===== src/rtl/des_pkg.sv =====
// Shared types and constants for the iterative DES round controller.
package des_pkg;

    typedef enum logic [1:0] {
        S_IDLE  = 2'd0,
        S_LOAD  = 2'd1,
        S_ROUND = 2'd2,
        S_DONE  = 2'd3
    } state_t;

    localparam int DES_ROUNDS = 16;

    // Left-rotate amount per round; element 0 is round 0.
    localparam logic [15:0][1:0] SHIFT_SCHED = {
        2'd1, 2'd2, 2'd2, 2'd2, 2'd2, 2'd2, 2'd2, 2'd1,
        2'd2, 2'd2, 2'd2, 2'd2, 2'd2, 2'd2, 2'd1, 2'd1
    };

endpackage


===== src/rtl/des_shift_sched.sv =====
// Key-schedule rotate amount for the current round and direction.
module des_shift_sched
    import des_pkg::*;
(
    input  logic       active,
    input  logic       mode,
    input  logic [3:0] round_idx,
    output logic [1:0] key_shift
);

    // Decryption starts from the encrypt end state (C16 = C0), so round 0 does not rotate.
    always_comb begin
        key_shift = 2'd0;
        if (active) begin
            if (mode && (round_idx == 4'd0)) begin
                key_shift = 2'd0;
            end else begin
                key_shift = SHIFT_SCHED[round_idx];
            end
        end
    end

endmodule


===== src/rtl/des_round_ctrl.sv =====
// Sequencer for the iterative DES datapath: load, ROUNDS Feistel rounds, result handshake.
//
// state   | meaning
// IDLE    | waiting for start, in_ready high
// LOAD    | one cycle: load L0/R0 and PC-1(key)
// ROUND   | en high, round_idx 0..ROUNDS-1
// DONE    | out_valid high until out_ready
module des_round_ctrl
    import des_pkg::*;
#(
    parameter int ROUNDS = DES_ROUNDS
)
(
    input  logic       clk,
    input  logic       rst,
    input  logic       start,
    input  logic       decrypt,
    input  logic       out_ready,
    output logic       in_ready,
    output logic       load_init,
    output logic       en,
    output logic       key_load,
    output logic [1:0] key_shift,
    output logic       key_dir,
    output logic [3:0] round_idx,
    output logic       busy,
    output logic       out_valid
);

    localparam logic [3:0] LAST_IDX = 4'(ROUNDS - 1);

    state_t     state_q, state_d;
    logic [3:0] cnt_q, cnt_d;
    logic       mode_q, mode_d;

    always_ff @(posedge clk or negedge rst) begin
        if (!rst) begin
            state_q <= S_IDLE;
            cnt_q   <= 4'd0;
            mode_q  <= 1'b0;
        end else begin
            state_q <= state_d;
            cnt_q   <= cnt_d;
            mode_q  <= mode_d;
        end
    end

    always_comb begin
        state_d = state_q;
        cnt_d   = cnt_q;
        mode_d  = mode_q;
        case (state_q)
            S_IDLE: begin
                if (start) begin
                    state_d = S_LOAD;
                    mode_d  = decrypt;
                end
            end
            S_LOAD: begin
                state_d = S_ROUND;
                cnt_d   = 4'd0;
            end
            S_ROUND: begin
                // Terminal-count compare stops the counter before it can wrap into an extra round.
                if (cnt_q == LAST_IDX) begin
                    state_d = S_DONE;
                    cnt_d   = 4'd0;
                end else begin
                    cnt_d = cnt_q + 4'd1;
                end
            end
            S_DONE: begin
                if (out_ready) begin
                    state_d = S_IDLE;
                end
            end
            default: begin
                state_d = S_IDLE;
                cnt_d   = 4'd0;
            end
        endcase
    end

    assign in_ready  = (state_q == S_IDLE);
    assign load_init = (state_q == S_LOAD);
    assign key_load  = (state_q == S_LOAD);
    assign en        = (state_q == S_ROUND);
    assign out_valid = (state_q == S_DONE);
    assign busy      = (state_q != S_IDLE);
    assign key_dir   = mode_q;
    assign round_idx = en ? cnt_q : 4'd0;

    des_shift_sched u_shift_sched (
        .active    (en),
        .mode      (mode_q),
        .round_idx (cnt_q),
        .key_shift (key_shift)
    );

endmodule


===== config.mk =====
export PLATFORM = sky130hd
export DESIGN_NAME = des_round_ctrl
export DESIGN_NICKNAME = d
export VERILOG_FILES = /design/src/rtl/des_pkg.sv /design/src/rtl/des_shift_sched.sv /design/src/rtl/des_round_ctrl.sv
export SDC_FILE = /design/constraint.sdc
export NUM_CORES = 1
export LEC_CHECK = 0
export CAP_MARGIN = 10
export CORE_AREA = 5 5 42 44
export DETAILED_ROUTE_END_ITERATION = 8
export DIE_AREA = 0 0 47 49
export PLACE_DENSITY = 0.75
export SYNTH_ARGS = -nofsm -noshare
export SYNTH_HDL_FRONTEND = slang
export SYNTH_SLANG_ARGS = --single-unit

===== constraint.sdc =====
create_clock -name clk -period 3.8 [get_ports clk]
set_input_delay 0.76 -clock clk [delete_from_list [all_inputs] [get_ports clk]]
set_output_delay 0.76 -clock clk [all_outputs]
set_load 0.05 [all_outputs]

==> results.toml <==
[global_route]
grt.met1_usage = 0.1477
grt_use_total = 0.1239
grt_pass1_wl_um = 2001
grt_use_met2 = 0.1787
grt_remaining_overflow = 0
grt_pass1_vias = 435
use_met3 = 0.05535
busiest_layer = "met2"
grt_max_degree = 12
antenna_found_initial = 0

[floorplan]
coreArea_um2 = 1401
fp-row-count = 14
start_util = 0.4134
dieArea_um2 = 2303
dieWidth_um = 47
die_y_um = 49
pin_count = 18

[logic_synthesis]
synth.avg_cell_area_um2 = 9.988
synth-seq-area-share = 0.3024
ys_seq_elements = 7
yosysMostFrequentCell = "ha_1"
yosysWarnings = 0
async_reset_ff_frac = 1.000
ys_types = 26
synth_area_um2 = 579.3
synth_top_cell_area_share = 0.3024
netlist_instances = 58
synth-edff-count = 0
synthTopCellsByArea = "dfrtp_1 30%, ha_1 17%, a221oi_4 4.5%"
synth_common_cells = "8 x ha_1, 7 x dfrtp_1, 7 x inv_1, 5 x nand2_1"
synth_nets = 71
synth_ff_type = "dfrtp_1"
yosysTopAreaCell = "dfrtp_1"

[timing]
max_freq_mhz = 320.6
fin_skew_ns = 0.001951
post-route-period-util = 0.8208
hold_ws_ns = 0.5515
setup_tns_ns = 0
maxSlewHeadroom = 0.6562
slew_violations = 0
setup_viol = 0
finalHoldViolations = 0
rsz0062_at_grt = "no"
period_needed_ns = 3.119
tightest_slew_ns = 0.5141

[run_status]
status = "finished, final reports clean"

[worst_setup_path]
worst-path-buf-inv = 2
cp-end-kind = "output pin"
cp_slowest_stage_delay_ns = 0.83
worstPathArrival_ns = 2.36
critPathLaunchType = "register"
crit_family = "buffers and inverters"
required_ns = 3.04
cp_cell_sequence = "inv_1, ha_1, o31ai_1, nor3b_1, clkdlybuf4s50_1"
path_class = "reg2out"
crit_path_top_delay_cell = "clkdlybuf4s50_1"
critPathMaxFanout = 11

[routing]
drt-pass1-iter-count = 4
drt_iter0_drc = 6
via_per_inst = 4.923
drc = 0
postRouteAntennaNets = 0
wl_per_cell_um = 12.69
num_vias = 448
routed_wl_um = 1155

[min_path]
worstHoldPathType = "reg2reg"

[job]
cap_violations = 0

[placed_design]
gp_congestion = 0.8305
post-dp-hpwl_um = 936.3
portBuffers = 17

[cts]
cts_resized = 0
cts_tree = "done"
postCtsSetupBuffers = 0
holdBufCountCts = 0
cts-buffers-inserted = 3
clk_pin_slew_ns = 0.05
cts_root_buffer = "clkbuf_4"
clk_latency_ns = 0.26
htreeDepth = 1
clock-sinks = 7
cts_buffer_depth = 2

[pwr]
power.density_nw_per_um2 = 932.1
power.leakage_nw = 0.3526
peakVddDrop_mv = 0.5814

[cells_and_area]
multi_input_area_um2 = 344.1
num-nets-final = 89
fillCellCount = 131
regArea_um2 = 175.2
num_antenna_cells = 0
areaGrowthSynthToFinish_pct = 31.53
layout-drive-gt1-share = 0.09333
## logic make-up (layout without fill, tap and decap cells)
family,after synthesis,count (layout),share of synthesized area
buf+inv,11,28,0.1037
compound gates,12,12,0.1814
flops,7,7,0.3024
fa+ha+maj,8,8,0.1728
simple gates,17,17,0.1858
mux,3,3,0.05400
## path summary, 6_finish.rpt
check                                            start  depth (start not counted)  slack (ns)                    to
min in group asynchronous                          rst                          1        0.77  cnt_q[3]$_DFFE_PN0P_
worst min-delay path               key_dir$_DFFE_PN0P_                          1        0.55   key_dir$_DFFE_PN0P_
worst max-delay path            state_q[0]$_DFFE_PN0P_                          5        0.68          key_shift[1]
max in group asynchronous                          rst                          1        2.79  cnt_q[1]$_DFFE_PN0P_
worst min register to register     key_dir$_DFFE_PN0P_                          1        0.55   key_dir$_DFFE_PN0P_
worst max register to register  state_q[0]$_DFFE_PN0P_                          5        2.29  cnt_q[3]$_DFFE_PN0P_
## area by class of cell
cell class,instances,area share
multi-input cells,40,0.4516
flip-flops and latches,7,0.2299
repair buffers,17,0.2233
clock buffers,4,0.03448
inverters,7,0.03448
well taps,16,0.02627
## layer usage
metal / vias to the layer above / share of wire
met5: - / 0
met4: 0 / 0.021
met3: 4 / 0.057
met2: 11 / 0.50
met1: 199 / 0.42
li1: 234 / -
## stage by stage
stage | utilization | instance area, um2 | total power [W] | worst slack [ns] | instances
floorplan | - | 579.3 | 0.0005214 | 0.5986 | 58
global route | 0.5438 | 762.0 | 0.0007616 | 0.5335 | 91
global placement | 0.5250 | 735.7 | 0.0006388 | 1.013 | 87
detailed placement | 0.5250 | 735.7 | 0.0006483 | 0.9291 | 87
CTS | 0.5438 | 762.0 | 0.0007181 | 0.6535 | 91
finish | 0.5438 | 762.0 | 0.0007103 | 0.6808 | 91
## report_power, final
part	total [W]	internal, W	leakage [nW]	switching, W
clock	0.0000668	0.0000400	0.0150	0.0000268
sequential	0.000132	0.000102	0.0903	0.0000298
combinational	0.000511	0.000180	0.247	0.000331
total	0.000710	0.000323	0.353	0.000387
## sequential cells by signal, summed over array words and instances (netlist names)
| register | count |
|---|---|
| cnt_q | 4 |
| state_q | 2 |
| key_dir | 1 |
## placed cells by master (no fill, tap or decap), types with 2 or more instances in the layout
cell             count
nand3_1              2
dfrtp_1              7
nand2_1              5
clkdlybuf4s50_1     17
o21ai_0              2
inv_1                7
a21oi_1              2
ha_1                 8
mux2i_1              2
clkbuf_4             3
and2_1               3
a21o_1               2
(Power assumes the default switching activity.)
